**config.mk**
```make
export PLATFORM = sky130hd
export DESIGN_NAME = bit_serializer
export DESIGN_NICKNAME = d
export VERILOG_FILES = /design/src/rtl/bit_ser_pkg.sv /design/src/rtl/bit_serializer.sv
export SDC_FILE = /design/constraint.sdc
export NUM_CORES = 1
export LEC_CHECK = 0
export CAP_MARGIN = 30
export CORE_MARGIN = 2
export CORE_UTILIZATION = 30
export DETAILED_ROUTE_END_ITERATION = 12
export GPL_TIMING_DRIVEN = 0
export SLEW_MARGIN = 15
export SYNTH_ARGS = -nofsm -noshare
export SYNTH_HDL_FRONTEND = slang
export SYNTH_SLANG_ARGS = --single-unit
```
**constraint.sdc**
```tcl
create_clock -name clk -period 2.1 [get_ports clk]
set_input_delay 0.315 -clock clk [delete_from_list [all_inputs] [get_ports clk]]
set_output_delay 0.315 -clock clk [all_outputs]
set_load 0.01 [all_outputs]
```
**src/rtl/bit_ser_pkg.sv**
```systemverilog
// Shared types and constants for the bit serializer.
// Holds the FSM encoding, default word width and counter sizing helper.
package bit_ser_pkg;

  typedef enum logic {
    ST_IDLE  = 1'b0,
    ST_SHIFT = 1'b1
  } state_e;

  localparam int BIT_SER_WIDTH = 8;

  function automatic int cnt_width(input int frame);
    return (frame <= 2) ? 1 : $clog2(frame);
  endfunction

endpackage

```
**src/rtl/bit_serializer.sv**
```systemverilog
// Parallel-to-serial front end feeding the serial "101" detector.
// Optional even-parity slot compiled in with BIT_SER_PARITY_EN.
module bit_serializer
  import bit_ser_pkg::*;
#(
  parameter int WIDTH     = BIT_SER_WIDTH,
  parameter bit MSB_FIRST = 1'b1
) (
  input  logic             clk,
  input  logic             rst,
  input  logic [WIDTH-1:0] din,
  input  logic             din_valid,
  output logic             din_ready,
  output logic             sout,
  output logic             sout_valid,
  output logic             sout_last,
  output logic             busy
);

`ifdef BIT_SER_PARITY_EN
  localparam int FRAME = WIDTH + 1;
`else
  localparam int FRAME = WIDTH;
`endif
  localparam int CW = cnt_width(FRAME);
  localparam logic [CW-1:0] LAST = CW'(FRAME - 1);

  state_e           state_q, state_d;
  logic [WIDTH-1:0] shreg_q, shreg_d;
  logic [CW-1:0]    cnt_q, cnt_d;
  logic             in_shift;
  logic             at_last;
  logic             accept;
  logic             data_bit;
  logic             line_bit;
  logic [WIDTH-1:0] shifted;

  assign in_shift = (state_q == ST_SHIFT);
  assign at_last  = in_shift && (cnt_q == LAST);

  assign din_ready = ~rst & (~in_shift | at_last);
  assign accept    = din_valid & din_ready;

  assign shifted = MSB_FIRST ? {shreg_q[WIDTH-2:0], 1'b0}
                             : {1'b0, shreg_q[WIDTH-1:1]};

  assign data_bit = MSB_FIRST ? shreg_q[WIDTH-1] : shreg_q[0];

`ifdef BIT_SER_PARITY_EN
  logic par_q, par_d;

  // Parity is latched with the word so later din changes cannot leak in.
  always_ff @(posedge clk or posedge rst) begin
    if (rst) par_q <= 1'b0;
    else     par_q <= par_d;
  end

  always_comb begin
    par_d = par_q;
    if (accept) par_d = ^din;
  end

  assign line_bit = at_last ? par_q : data_bit;
`else
  assign line_bit = data_bit;
`endif

  always_ff @(posedge clk or posedge rst) begin
    if (rst) begin
      state_q <= ST_IDLE;
      shreg_q <= '0;
      cnt_q   <= '0;
    end else begin
      state_q <= state_d;
      shreg_q <= shreg_d;
      cnt_q   <= cnt_d;
    end
  end

  always_comb begin
    state_d = state_q;
    shreg_d = shreg_q;
    cnt_d   = cnt_q;
    unique case (state_q)
      ST_IDLE: begin
        if (accept) begin
          shreg_d = din;
          cnt_d   = '0;
          state_d = ST_SHIFT;
        end
      end
      ST_SHIFT: begin
        if (!at_last) begin
          shreg_d = shifted;
          cnt_d   = cnt_q + CW'(1);
        end else if (accept) begin
          shreg_d = din;
          cnt_d   = '0;
        end else begin
          state_d = ST_IDLE;
        end
      end
    endcase
  end

  assign sout       = in_shift & line_bit;
  assign sout_valid = in_shift;
  assign busy       = in_shift;
  assign sout_last  = at_last;

endmodule

```
==> results by group, run 1 <==
STA
  • Highest clock rate: 499 MHz
  • Rel. slew slack: 69.1%
  • Tmin final: 2.00 ns
  • Final setup fails: 0
  • Least-Margin Pin Slew: 0.463 ns
  • Setup TNS: 0 ns
  • RSZ-0062 raised after global routing: no
  • WHS: 0.412 ns
  • Layout Skew: 0.00857 ns
  • Final hold violation count: 0
  • Fin crit share: 95.4%
  • Fin. max-slew vios: 0

Yosys
  • Area leader, netlist: dfrtp_1
  • Area contributors post-synth: dfrtp_1, nand2_1, a31oi_1, nor2_1, ha_1
  • Yosys cell types: 18
  • Synth top area share: 50.4%
  • Syn Nets: 77
  • Average size of a mapped cell: 9.31 um^2
  • Syn Inst Count: 64
  • Mapped Area: 596 um^2
  • Share of synthesized area occupied by flip-flops and latches: 50.4%
  • FF+latch count, synth: 12
  • Yosys warns: 0

Routing
  • Vias per cell: 4.48
  • WL/cell: 10.6 um
  • Number of remaining DRC errors: 0
  • Final wirelength: 1180 um
  • ANT nets after route: 0
  • DR iter-0 viols: 7
  • Via Count: 502
  • First-pass DRT Iterations: 4

GRT
  • Tot GR Track Use: 12.3%
  • Vias in the first global route: 502
  • Grt total ovfl: 0
  • Global-route wire length before repair: 2190 um
  • Largest net degree at the start of global routing: 13
  • Initial antenna violation count: 0

Finish
  • Nets: 99
  • Diode count: 0
  • Non-Filler Instances: 112
  • Syn-to-layout area delta: 39.5%
  • Share of cells above drive strength 1: 16.5%
  • Commonest non-fill, non-tap cells in the layout: nand2_1, clkdlybuf4s50_1, dfrtp_1
  • Most common cell after layout, fill and taps aside: nand2_1

Power
  • Total Power: 1.13 mW
  • IR drop worst, VDD: 0.000591 V
  • Power per Cell Area: 1360 nW/um^2
  • Pleak: 0.371 nW

Clock network
  • TritonCTS clock tree: yes
  • H-tree levels: 1
  • CTS sink cnt: 12
  • Clk Latency, worst-skew pair: 0.28 ns
  • Clock buffer depth: 2
  • Clock slew at reported path FFs: 0.08 ns
  • CTS Root Cell: clkbuf_4
  • TritonCTS buffer count: 3

Die
  • Die area: 2360 um^2
  • FP Rows: 16
  • Starting Density: 31.0%
  • I/O pins: 16
  • Chip height: 48.6 um
  • Chip Width: 48.6 um
  • Core ar.: 1920 um^2

Worst setup path
  • Worst EP arrival: 1.69 ns
  • CP Max Fanout: 3
  • CP Launch Type: flop
  • CP Capture Type: output port
  • Critical setup path kind: flop to output port
  • CP Data Required Time: 1.78 ns

Placed design
  • HPWL after DPL: 857 um
  • Gpl congestion: 0.674
  • Placed cells: 106
  • # port buffers: 15

Hold path
  • Hold Crit Class: primary input to async pin

Job
  • Max_cap viols: 0

Run status
  • Status: finished, final reports clean
==> metrics by stage <==
stage	util [%]	instance area (um^2)	setup WS [ns]
after floorplan	-	596	0.696
after global routing	43.2	831	0.0122
after global placement	40.6	779	0.159
after CTS	42.8	823	0.0705
final	43.2	831	0.0972
after detailed placement	40.6	779	0.159
==> cells in the mapped netlist <==
library cell	instances
buf_6	1
o21ai_1	1
and2b_1	1
a22o_1	2
nand3_1	1
inv_1	2
nand2b_1	2
buf_8	1
nand2_1	16
a21oi_1	1
a31oi_1	7
dfrtp_1	12
buf_4	3
nor2_2	2
nor2b_1	1
and2_1	2
ha_1	2
nor2_1	7
==> path summary, 6_finish.rpt <==
kind / from / to / slack (ns) / cells past startpoint
max: cnt_q[0]$_DFF_PP0_ / sout_last / 0.1 / 4
min: rst / shreg_q[1]$_DFF_PP0_ / 0.41 / 2
max reg2reg: cnt_q[0]$_DFF_PP0_ / cnt_q[2]$_DFF_PP0_ / 0.60 / 6
min reg2reg: cnt_q[1]$_DFF_PP0_ / cnt_q[1]$_DFF_PP0_ / 0.51 / 1
max in group asynchronous: rst / shreg_q[6]$_DFF_PP0_ / 1.36 / 2
min in group clk: cnt_q[1]$_DFF_PP0_ / cnt_q[1]$_DFF_PP0_ / 0.51 / 1
==> cell type report <==
cell class | count | area [um^2]
fillers | 201 | 1090
flip-flops and latches | 12 | 300
multi-input cells | 45 | 240
repair buffers | 17 | 164
plain buffers | 5 | 48.8
clock buffers | 4 | 36.3
well taps | 27 | 33.8
inverters | 2 | 7.51
==> worst max-delay path, stage by stage, from the launching register on <==
cell and delay, ns:
dfrtp_1 0.40, ha_1 0.20, ha_1 0.19, and2_1 0.15, clkdlybuf4s50_1 0.47
==> routing by layer <==
metal / track usage [%] / up-vias / share of wire (%) / wire length, um
li1: - / 250 / - / -
met1: 15.6 / 234 / 47 / 555
met2: 18.1 / 16 / 47 / 561
met3: 3.40 / 2 / 4.2 / 50
met4: 8.57 / 0 / 1.3 / 15
met5: 0 / - / 0 / 0
==> state kept, by name, summed over array words and instances, names as in the netlist <==
register,cells
shreg_q,8
cnt_q,3
busy,1
==> logic make-up after synthesis <==
kind of cell,Yosys count,synth area share [%]
adder cells (fa/ha/maj),2,4.20
buffers and inverters,7,9.45
flip-flops,12,50.4
AND/OR/NAND/NOR,32,24.0
AO/OA/AOI/OAI,11,12.0
==> repair_timing <==
item                       CTS  global route
hold buffers                 0             0
setup endpoints to repair    1             1
setup buffers                1             1
hold endpoints to repair     0             0
gates resized for setup      2             0
==> power breakdown <==
part,internal (mW),switching [mW]
clock network,0.105,0.0798
registers,0.341,0.0611
logic,0.305,0.239
total,0.751,0.380
(Power assumes the default switching activity.)
==> run 2, diff against run 1 <==
--- a/config.mk
+++ b/config.mk
@@ -8,6 +8,7 @@
 export CAP_MARGIN = 30
 export CORE_MARGIN = 2
 export CORE_UTILIZATION = 30
+export CTS_BUF_LIST = sky130_fd_sc_hd__clkbuf_2 sky130_fd_sc_hd__clkbuf_4 sky130_fd_sc_hd__clkbuf_8
 export DETAILED_ROUTE_END_ITERATION = 12
 export GPL_TIMING_DRIVEN = 0
 export SLEW_MARGIN = 15
==> results of run 2 <==
Same layout as run 1: the final DEF is identical, and so are final timing and power.
==> run 3, diff against run 2 <==
--- a/config.mk
+++ b/config.mk
@@ -5,7 +5,7 @@
 export SDC_FILE = /design/constraint.sdc
 export NUM_CORES = 1
 export LEC_CHECK = 0
-export CAP_MARGIN = 30
+export CAP_MARGIN = 5
 export CORE_MARGIN = 2
 export CORE_UTILIZATION = 30
 export CTS_BUF_LIST = sky130_fd_sc_hd__clkbuf_2 sky130_fd_sc_hd__clkbuf_4 sky130_fd_sc_hd__clkbuf_8
==> results of run 3 <==
Same layout as run 1: the final DEF is identical, and so are final timing and power.
